--- src/rtl/i2c_cfg_pkg.sv ---
// Shared definitions for the I2C configuration sequencer.
// Holds the sequencer state encoding and the table-entry layout helpers.
// Entry layout, MSB to LSB:
//   last | write_flag | valid_a_bytes[1:0] | valid_d_bytes[1:0] | device_id[6:0] | reg_addr | data
package i2c_cfg_pkg;

  typedef enum logic [2:0] {
    S_IDLE  = 3'd0,
    S_FETCH = 3'd1,
    S_LOAD  = 3'd2,
    S_ISSUE = 3'd3,
    S_WAIT  = 3'd4,
    S_GAP   = 3'd5,
    S_DONE  = 3'd6
  } state_e;

  localparam int HDR_W = 13;  // last + write_flag + 2 + 2 + 7
  localparam int VB_W  = 2;
  localparam int DEV_W = 7;

  function automatic int entry_w(input int a_bytes, input int d_bytes);
    return HDR_W + 8 * (a_bytes + d_bytes);
  endfunction

  function automatic int off_reg(input int d_bytes);
    return 8 * d_bytes;
  endfunction

  function automatic int off_dev(input int a_bytes, input int d_bytes);
    return 8 * (a_bytes + d_bytes);
  endfunction

  function automatic int off_vd(input int a_bytes, input int d_bytes);
    return off_dev(a_bytes, d_bytes) + DEV_W;
  endfunction

  function automatic int off_va(input int a_bytes, input int d_bytes);
    return off_vd(a_bytes, d_bytes) + VB_W;
  endfunction

  function automatic int off_wr(input int a_bytes, input int d_bytes);
    return off_va(a_bytes, d_bytes) + VB_W;
  endfunction

  function automatic int off_last(input int a_bytes, input int d_bytes);
    return off_wr(a_bytes, d_bytes) + 1;
  endfunction

endpackage

--- src/rtl/i2c_cfg_timer.sv ---
// Loadable down-counter with a zero flag; saturates at zero, never wraps.
// Ports:
//   clk_i, rst_ni   clock, synchronous active-low reset
//   load_i          load load_val_i (has priority over en_i)
//   load_val_i      value to load
//   en_i            decrement by one while non-zero
//   zero_o          counter is zero
module i2c_cfg_timer #(
  parameter int W = 8
) (
  input  logic         clk_i,
  input  logic         rst_ni,
  input  logic         load_i,
  input  logic [W-1:0] load_val_i,
  input  logic         en_i,
  output logic         zero_o
);

  logic [W-1:0] cnt_q, cnt_d;

  always_comb begin
    cnt_d = cnt_q;
    if (load_i) begin
      cnt_d = load_val_i;
    end else if (en_i && (cnt_q != '0)) begin
      cnt_d = cnt_q - W'(1);
    end
  end

  always_ff @(posedge clk_i) begin
    if (!rst_ni) cnt_q <= '0;
    else         cnt_q <= cnt_d;
  end

  assign zero_o = (cnt_q == '0);

endmodule

--- src/rtl/i2c_cfg_sequencer.sv ---
// Walks a register-configuration table in an external synchronous memory and
// hands one transaction at a time to an I2C master, with NACK retry, a
// transfer watchdog, an inter-transaction gap and read-back compare.
// Ports:
//   clk_i, rst_ni          clock, synchronous active-low reset
//   start_i                begin a sequence (only honoured in IDLE)
//   busy_o, done_o         sequence in progress / one-cycle end pulse
//   fail_o, mismatch_o     sticky error flags, cleared by an accepted start
//   err_index_o            index of the first failing or mismatching entry
//   tbl_addr_o, tbl_data_i table read port (1-cycle read latency)
//   i2c_*_o / *_i          transaction fields, start strobe and completion from the master
//
// state   | meaning
// IDLE    | waiting for start
// FETCH   | table address presented
// LOAD    | table word registered onto master ports
// ISSUE   | one-cycle i2c_en, watchdog armed
// WAIT    | waiting for end strobe or watchdog expiry
// GAP     | inter-transaction idle, then ISSUE (retry) or FETCH (next entry)
// DONE    | one-cycle done pulse
module i2c_cfg_sequencer
  import i2c_cfg_pkg::*;
#(
  parameter int MAX_A_BYTE     = 2,
  parameter int MAX_D_BYTE     = 2,
  parameter int TBL_AW         = 6,
  parameter int ENTRY_W        = entry_w(MAX_A_BYTE, MAX_D_BYTE),
  parameter int MAX_RETRY      = 3,
  parameter int GAP_CYCLES     = 1000,
  parameter int TIMEOUT_CYCLES = 2 ** 20
) (
  input  logic                    clk_i,
  input  logic                    rst_ni,
  input  logic                    start_i,
  output logic                    busy_o,
  output logic                    done_o,
  output logic                    fail_o,
  output logic                    mismatch_o,
  output logic [TBL_AW-1:0]       err_index_o,
  output logic [TBL_AW-1:0]       tbl_addr_o,
  input  logic [ENTRY_W-1:0]      tbl_data_i,
  output logic                    i2c_en_o,
  output logic                    write_flag_o,
  output logic [1:0]              valid_a_bytes_o,
  output logic [1:0]              valid_d_bytes_o,
  output logic [6:0]              device_id_o,
  output logic [8*MAX_A_BYTE-1:0] i2c_reg_addr_o,
  output logic [8*MAX_D_BYTE-1:0] i2c_tx_data_o,
  input  logic [8*MAX_D_BYTE-1:0] i2c_rx_data_i,
  input  logic                    i2c_transfer_end_i,
  input  logic                    err_flag_i
);

  localparam int A_W      = 8 * MAX_A_BYTE;
  localparam int D_W      = 8 * MAX_D_BYTE;
  localparam int OFF_REG  = off_reg(MAX_D_BYTE);
  localparam int OFF_DEV  = off_dev(MAX_A_BYTE, MAX_D_BYTE);
  localparam int OFF_VD   = off_vd(MAX_A_BYTE, MAX_D_BYTE);
  localparam int OFF_VA   = off_va(MAX_A_BYTE, MAX_D_BYTE);
  localparam int OFF_WR   = off_wr(MAX_A_BYTE, MAX_D_BYTE);
  localparam int OFF_LAST = off_last(MAX_A_BYTE, MAX_D_BYTE);
  localparam int GAP_W    = $clog2(GAP_CYCLES + 1);
  localparam int WD_W     = $clog2(TIMEOUT_CYCLES) + 1;
  localparam int RW       = (MAX_RETRY < 1) ? 1 : $clog2(MAX_RETRY + 1);

  state_e            state_q, state_d;
  logic [TBL_AW-1:0] idx_q, idx_d;
  logic [RW-1:0]     retry_q, retry_d;
  logic              fail_q, fail_d;
  logic              mismatch_q, mismatch_d;
  logic [TBL_AW-1:0] err_idx_q, err_idx_d;
  logic              gap_retry_q, gap_retry_d;  // GAP exit target: ISSUE when set, FETCH otherwise

  logic              last_q, wr_q;
  logic [1:0]        va_q, vd_q;
  logic [6:0]        dev_q;
  logic [A_W-1:0]    reg_q;
  logic [D_W-1:0]    data_q;

  logic              gap_load, gap_zero, wd_load, wd_zero;
  logic [D_W-1:0]    rd_mask;
  logic              rd_miss, any_err;

  i2c_cfg_timer #(.W(GAP_W)) u_gap_timer (
    .clk_i      (clk_i),
    .rst_ni     (rst_ni),
    .load_i     (gap_load),
    .load_val_i (GAP_W'(GAP_CYCLES)),
    .en_i       (state_q == S_GAP),
    .zero_o     (gap_zero)
  );

  i2c_cfg_timer #(.W(WD_W)) u_wd_timer (
    .clk_i      (clk_i),
    .rst_ni     (rst_ni),
    .load_i     (wd_load),
    .load_val_i (WD_W'(TIMEOUT_CYCLES)),
    .en_i       (state_q == S_WAIT),
    .zero_o     (wd_zero)
  );

  // Only the low valid_d_bytes bytes of the read-back take part in the compare.
  always_comb begin
    rd_mask = '0;
    for (int b = 0; b < MAX_D_BYTE; b++) begin
      if (b < int'(vd_q)) rd_mask[8*b +: 8] = 8'hFF;
    end
  end

  assign rd_miss = |((i2c_rx_data_i ^ data_q) & rd_mask);
  assign any_err = fail_q | mismatch_q;

  always_comb begin
    state_d     = state_q;
    idx_d       = idx_q;
    retry_d     = retry_q;
    fail_d      = fail_q;
    mismatch_d  = mismatch_q;
    err_idx_d   = err_idx_q;
    gap_retry_d = gap_retry_q;
    gap_load    = 1'b0;
    wd_load     = 1'b0;
    unique case (state_q)
      S_IDLE: begin
        if (start_i) begin
          idx_d      = '0;
          retry_d    = '0;
          fail_d     = 1'b0;
          mismatch_d = 1'b0;
          err_idx_d  = '0;
          state_d    = S_FETCH;
        end
      end
      S_FETCH: state_d = S_LOAD;
      S_LOAD:  state_d = S_ISSUE;
      S_ISSUE: begin
        wd_load = 1'b1;
        state_d = S_WAIT;
      end
      S_WAIT: begin
        // An end strobe in the same cycle the watchdog expires still counts.
        if (i2c_transfer_end_i) begin
          if (err_flag_i) begin
            if (retry_q < RW'(MAX_RETRY)) begin
              retry_d     = retry_q + RW'(1);
              gap_retry_d = 1'b1;
              gap_load    = 1'b1;
              state_d     = S_GAP;
            end else begin
              fail_d = 1'b1;
              if (!any_err) err_idx_d = idx_q;
              state_d = S_DONE;
            end
          end else begin
            if (!wr_q && rd_miss) begin
              mismatch_d = 1'b1;
              if (!any_err) err_idx_d = idx_q;
            end
            if (last_q || (idx_q == '1)) begin
              state_d = S_DONE;
            end else begin
              idx_d       = idx_q + TBL_AW'(1);
              retry_d     = '0;
              gap_retry_d = 1'b0;
              gap_load    = 1'b1;
              state_d     = S_GAP;
            end
          end
        end else if (wd_zero) begin
          fail_d = 1'b1;
          if (!any_err) err_idx_d = idx_q;
          state_d = S_DONE;
        end
      end
      S_GAP: begin
        if (gap_zero) state_d = gap_retry_q ? S_ISSUE : S_FETCH;
      end
      S_DONE:  state_d = S_IDLE;
      default: state_d = S_IDLE;
    endcase
  end

  always_ff @(posedge clk_i) begin
    if (!rst_ni) begin
      state_q     <= S_IDLE;
      idx_q       <= '0;
      retry_q     <= '0;
      fail_q      <= 1'b0;
      mismatch_q  <= 1'b0;
      err_idx_q   <= '0;
      gap_retry_q <= 1'b0;
    end else begin
      state_q     <= state_d;
      idx_q       <= idx_d;
      retry_q     <= retry_d;
      fail_q      <= fail_d;
      mismatch_q  <= mismatch_d;
      err_idx_q   <= err_idx_d;
      gap_retry_q <= gap_retry_d;
    end
  end

  // Master-facing fields hold from LOAD until the next LOAD, across retries.
  always_ff @(posedge clk_i) begin
    if (!rst_ni) begin
      last_q <= 1'b0;
      wr_q   <= 1'b0;
      va_q   <= '0;
      vd_q   <= '0;
      dev_q  <= '0;
      reg_q  <= '0;
      data_q <= '0;
    end else if (state_q == S_LOAD) begin
      last_q <= tbl_data_i[OFF_LAST];
      wr_q   <= tbl_data_i[OFF_WR];
      va_q   <= tbl_data_i[OFF_VA +: 2];
      vd_q   <= tbl_data_i[OFF_VD +: 2];
      dev_q  <= tbl_data_i[OFF_DEV +: 7];
      reg_q  <= tbl_data_i[OFF_REG +: A_W];
      data_q <= tbl_data_i[0 +: D_W];
    end
  end

  assign busy_o          = (state_q != S_IDLE) && (state_q != S_DONE);
  assign done_o          = (state_q == S_DONE);
  assign fail_o          = fail_q;
  assign mismatch_o      = mismatch_q;
  assign err_index_o     = err_idx_q;
  assign tbl_addr_o      = idx_q;
  assign i2c_en_o        = (state_q == S_ISSUE);
  assign write_flag_o    = wr_q;
  assign valid_a_bytes_o = va_q;
  assign valid_d_bytes_o = vd_q;
  assign device_id_o     = dev_q;
  assign i2c_reg_addr_o  = reg_q;
  assign i2c_tx_data_o   = data_q;

endmodule
--- config.mk ---
export PLATFORM = sky130hd
export DESIGN_NAME = i2c_cfg_sequencer
export DESIGN_NICKNAME = d
export VERILOG_FILES = /design/src/rtl/i2c_cfg_pkg.sv /design/src/rtl/i2c_cfg_timer.sv /design/src/rtl/i2c_cfg_sequencer.sv
export SDC_FILE = /design/constraint.sdc
export NUM_CORES = 1
export LEC_CHECK = 0
export ABC_AREA = 1
export BUFFER_PORTS_ARGS = -buffer_cell sky130_fd_sc_hd__buf_2
export CAP_MARGIN = 10
export CORE_MARGIN = 2
export CORE_UTILIZATION = 47
export DETAILED_ROUTE_END_ITERATION = 6
export PLACE_DENSITY_LB_ADDON = 0.25
export SYNTH_ARGS = -nofsm -noshare
export SYNTH_HDL_FRONTEND = slang
export SYNTH_SLANG_ARGS = --single-unit
--- constraint.sdc ---
create_clock -name clk_i -period 1.53 [get_ports clk_i]
set_clock_uncertainty 0.05 [all_clocks]
set_input_delay 0.2295 -clock clk_i [delete_from_list [all_inputs] [get_ports clk_i]]
set_output_delay 0.2295 -clock clk_i [all_outputs]
set_load 0.01 [all_outputs]
### Yosys cells after proc, flatten, opt, wreduce, memory -nomap -nowiden

Index checks and enable logic that the tools add are counted.

* register bits after elaboration: 96
* input bits: 66
* output and inout bits: 61
* word-level logic and storage cells: 129

* $add $sub $neg: 4
* order comparisons: 3
* equality and inequality tests: 23
* multiplexer cells: 52
* bitwise operators: 4
* reductions and logical operators: 25

Operator list (count)
* $mux 6: 10
* $mux 21: 2
* $reduce_and 5->1: 5
* $pmux 6 s2: 2
* $logic_not 21->1: 1
* $reduce_bool 21->1: 1
* $sub 21x1->21 const B: 1
* $mux 10: 2
* $ne 3x3->1 const B: 6
* $pmux 3 s6: 1
* $mux 1: 17
* $and 16x16->16: 1
* $mux 2: 8
* $mux 8: 2
* $reduce_or 16->1: 1
* $xor 16x16->16: 1
* $mux 3: 5
* $ne 2x2->1 const B: 7
* $logic_not 10->1: 1
* $reduce_bool 10->1: 1
* $sub 10x1->10 const B: 1
* $eq 3x3->1 const B: 3
* $ne 4x4->1 const B: 2
* $add 6x1->6 const B: 1
* other kinds (20): 29

### Logic depth before layout (Yosys ltp)

* word-level depth: 9
* mapped depth: 14
* gate-level depth less buffers: 13

### Hierarchy

Synthesis repeated with hierarchy kept, for this count alone.

* cell total of the unflattened synthesis: 846
* area total of the unflattened synthesis: 5366.4 um^2

By module, submodules not included
* i2c_cfg_sequencer: instances 1, cells each 447, area an instance 3017.9 um^2, sequential area each 1301.2 um^2
* i2c_cfg_timer at u_wd_timer: instances 1, cells each 283, area an instance 1590.3 um^2, sequential area each 420.4 um^2
* i2c_cfg_timer at u_gap_timer: instances 1, cells each 116, area an instance 758.2 um^2, sequential area each 200.2 um^2

### Least setup slack after synthesis

Ideal clock, no wire load.

* path type: register to register
* start: register idx_q[0], in the netlist tbl_addr_o[0]
* end: register idx_q[0], in the netlist tbl_addr_o[0]
* library setup time: 0.128 ns
* arrival time: 1.463 ns
* data required time: 1.352 ns
* path slack: -0.110 ns
* cell stages (with the launch flop): 11
* buffers on the path: 0
* period minus slack after synthesis: 1.640 ns
* path through: dfxtp_1 > ha_1 > nand3_1 > nor2_1 > nand2_1 > nand2_1 > nand2_1 > o21ai_2 > inv_1 > o21ai_0 > a21oi_1

* cells in the longest elaborated chain, start to end: 5
* elaborated cells on any way between the ends: 9
* classes of those cells: 1 x add/sub; 2 x eq/ne; 4 x mux; 2 x reduce/logical

RTL lines
* start, declared: line i2c_cfg_sequencer.sv:67 `logic [TBL_AW-1:0] idx_q, idx_d;`
* start signal, assigned: line i2c_cfg_sequencer.sv:194 `idx_q <= idx_d;`
* $add 6x1->6: line i2c_cfg_sequencer.sv:162 `idx_d = idx_q + TBL_AW'(1);`
* $mux 6: line i2c_cfg_sequencer.sv:159 `if (last_q || (idx_q == '1)) begin`
* $mux 6: line i2c_cfg_sequencer.sv:143 `if (err_flag_i) begin`
* $mux 6: line i2c_cfg_sequencer.sv:142 `if (i2c_transfer_end_i) begin`
* $pmux 6 s2: line i2c_cfg_sequencer.sv:123 `unique case (state_q)`

Parallel ways exist; a longest one is shown, timed or not. The select of a mux whose other input is x is not followed.
A chain may end at the register's enable or synchronous reset.

### Worst setup path in the final report

* start: register u_wd_timer.cnt_q[5]
* end: register err_idx_q[0], in the netlist err_index_o[0]

* cells in the longest elaborated chain, start to end: 3

RTL lines
* start, declared: line i2c_cfg_timer.sv:19 `logic [W-1:0] cnt_q, cnt_d;`
* start signal, assigned: line i2c_cfg_timer.sv:32 `else cnt_q <= cnt_d;`
* $logic_not 21->1: line i2c_cfg_timer.sv:35 `assign zero_o = (cnt_q == '0);`
* $ne 3x3->1 (no line)
* $reduce_and 5->1 (no line)
* end signal, assigned: line i2c_cfg_sequencer.sv:198 `err_idx_q <= err_idx_d;`
* end, declared: line i2c_cfg_sequencer.sv:71 `logic [TBL_AW-1:0] err_idx_q, err_idx_d;`

Every way passes these cells.

==> results.json <==
{
  "n_antenna_cell": 0,
  "hold_viol": 0,
  "cp_max_fo": 6,
  "min_path_cells": 3,
  "worstSkewPairLatency_ps": 370,
  "grt_max_degree": 44,
  "start_kind": "flip-flop",
  "holdCritPathClass": "input port to flip-flop",
  "setup_tns_ps": -3900,
  "grt.overflow.total": 0,
  "status": "finished with violations",
  "fillers": 698,
  "synthCells": 703,
  "num_vias": 5694,
  "syn2layout_area_growth_pct": 58.1,
  "fin_nets": 1026,
  "r2r-start": "u_wd_timer.cnt_q[5]",
  "die_area_um2": 10900,
  "first_pass_iters": 5,
  "netlist_area_um2": 4730,
  "drc": 0,
  "routed_via_density": 5.21,
  "peakVddDrop_mv": 0.576,
  "dp_hpwl_mm": 10.1,
  "yosysWarnings": 0,
  "cpPeakStageDelay_ps": 380,
  "worstHoldEndpoint": "device_id_o[3]",
  "ant_nets": 0,
  "start_util_pct": 48.3,
  "first_iter_violations": 300,
  "r2r_slack_ps": -240,
  "crit_buf_inv": 0,
  "path_class": "flip-flop to flip-flop",
  "finalWorstSetupSlack_ps": -236,
  "pre_cts_ws_ps": -163,
  "worstMarginPinSlew_ps": 441,
  "rsz0062_at_grt": "true",
  "hold_start": "tbl_data_i[35]",
  "portBuffers": 126,
  "syn_avg_cell_area_um2": 6.72,
  "io_pins": 127,
  "end_kind": "flip-flop",
  "ys_seq_area_share_pct": 40.7,
  "ys_seq_elements": 96,
  "fin_crit_sh_pct": 115,
  "ys_types": 38,
  "wl_per_cell_um": 15.2,
  "timing.rr.end": "err_index_o[0]",
  "max-cap-violations": 0,
  "wl_mm": 16.6,
  "die_y_um": 104,
  "setup_viol": 50,
  "htreeDepth": 3,
  "fmax_mhz": 566,
  "synthArstFlopShare_pct": 0,
  "reg2reg_depth": 10,
  "grt_first_pass_wirelength_mm": 23.8,
  "cts_tree": "built",
  "core_area_um2": 9770,
  "synth_flop_cell": "dfxtp_1",
  "synth_edf_count": 0,
  "gp_congestion": 0.916,
  "num_rows": 36,
  "slew_viol_final": 0,
  "p_leak_nw": 3.72,
  "cp.required_ps": 1760,
  "worstPathArrival_ps": 2000,
  "crit_slowest_cell": "dfxtp_4",
  "cts_made_buffers": 9,
  "die_w_um": 104,
  "violations": "setup timing",
  "antenna_found_initial": 0,
  "numClockSinks": 96,
  "track_usage_pct": 26.5,
  "crit_chain": "nor2_2 -> nand2_1 -> nor2_4 -> nand3_4 -> nand3_4 -> nand2_4 -> nor2_4 -> nand3_2 -> nand2_1 -> nor2_1",
  "cts_hold_buf": 0,
  "critical-path-top-delay-family": "simple AND/OR/NAND/NOR gates",
  "drive_gt1_share_pct": 45.8,
  "period_needed_ps": 1770,
  "pwr_density_cell_nw_per_um2": 848,
  "grt_pass1_vias": 5321,
  "clk_pin_slew_ps": 110,
  "clockBufferDepth": 2,
  "cts_root_buf": "clkbuf_8",
  "syn_nets": 774,
  "slew-limit-headroom_pct": 70.3
}
metrics by stage:
stage / area, um2 / hold slack [ps] / power [mW] / cells / util, %
after floorplan: 4750 / 314 / 3.70 / 703 / -
after global placement: 6240 / 402 / 4.28 / 1043 / 63.9
after detailed placement: 6240 / 406 / 4.34 / 1043 / 63.9
after CTS: 6850 / 11.2 / 6.10 / 1076 / 70.1
after global routing: 7470 / 16.4 / 6.68 / 1093 / 76.4
final: 7470 / 21.1 / 6.34 / 1093 / 76.4
repair_timing:
action,in CTS,in global routing
endpoints found under the setup margin,40,53
gates resized for setup,95,133
pin swaps,29,65
setup buffers,15,18
gates cloned,3,1
cell type report:
class | count | area [um2] | area share (%)
multi-input cells | 501 | 2990 | 40.1
clock inverters | 7 | 57.6 | 0.770
well taps | 133 | 166 | 2.23
flip-flops and latches | 96 | 1970 | 26.3
repair inverters | 1 | 6.26 | 0.0837
clock buffers | 9 | 124 | 1.66
inverters | 84 | 338 | 4.52
repair buffers | 262 | 1820 | 24.4
flip-flops by register name (all words and copies together) (netlist names), 2 cells and up:
signal	flops
state_q	3
valid_a_bytes_o	2
device_id_o	7
err_index_o	6
i2c_reg_addr_o	16
i2c_tx_data_o	16
retry_q	2
tbl_addr_o	6
u_gap_timer.cnt_q	10
valid_d_bytes_o	2
u_wd_timer.cnt_q	21
logic make-up (layout without fill, tap and decap cells):
family	Yosys count	after routing	share of synthesized area (%)
adder cells (fa/ha/maj)	5	5	1.32
flip-flops	96	96	40.7
AND/OR/NAND/NOR	356	357	32.5
buffers and inverters	107	363	9.45
AO/OA/AOI/OAI	129	129	14.2
XOR/XNOR	10	10	1.85
power breakdown:
part	internal [mW]	switching, mW
clock	0.622	1.00
combinational	0.824	1.04
sequential	2.71	0.140
total	4.16	2.18
tightest hold or removal path, cell delays in order:
cell	delay, ps
buf_2	70
nor2_1	30
nor2_1	80
layout by cell type, fill, tap and decap left out, types with 10 or more instances in the layout:
cell type / instances
nand2_2: 15
inv_2: 13
nor2_1: 89
dfxtp_2: 15
buf_6: 25
a21oi_2: 10
a21oi_1: 44
o21ai_0: 49
nor2_4: 30
buf_2: 123
nor2_2: 11
nand2_1: 142
inv_1: 66
nand2_4: 14
dfxtp_1: 74
nand3_2: 14
nand3_1: 19
buf_4: 109
cell usage after synthesis (3+ instances only):
master    instances  area (um2)
inv_1            80         300
nand3_1          35         175
nand2_2           5        31.3
nor3_1            3        15.0
nand3_2           4        40.0
xnor2_1           4        35.0
clkbuf_1          9        33.8
nand2_1         165         619
dfxtp_1          96        1920
a31oi_1           7        43.8
or2_2             3        18.8
xor2_1            6        52.6
nor2_4            4        45.0
a21oi_1          54         270
buf_4             5        37.5
o21ai_0          60         300
nand3b_1          3        22.5
ha_1              5        62.6
nor2_2           10        62.6
nor2_1          115         432
buf_2             6        30.0
how the worst max path moves through the flow:
stage,start,to,depth (start not counted),slack (ps)
floorplan,tbl_addr_o[1],tbl_addr_o[0],10,0.4
global placement,u_wd_timer.cnt_q[5],u_wd_timer.cnt_q[17],8,-130
detailed placement,u_wd_timer.cnt_q[10],err_index_o[0],10,-160
CTS,state_q[0],busy_o,8,-200
global route,u_wd_timer.cnt_q[5],err_index_o[0],10,-300
finish,u_wd_timer.cnt_q[5],err_index_o[0],10,-240
routing by layer:
metal | part of all wire, % | GRT usage [%] | vias up | wire length [um]
li1 | - | - | 2728 | -
met1 | 38 | 31.4 | 2653 | 6330
met4 | 3.9 | 10.0 | 0 | 650
met3 | 7.1 | 5.14 | 61 | 1180
met5 | 0 | 0 | - | 0
met2 | 51 | 47.0 | 252 | 8450
Note: power is estimated with default switching activity, not from simulation.
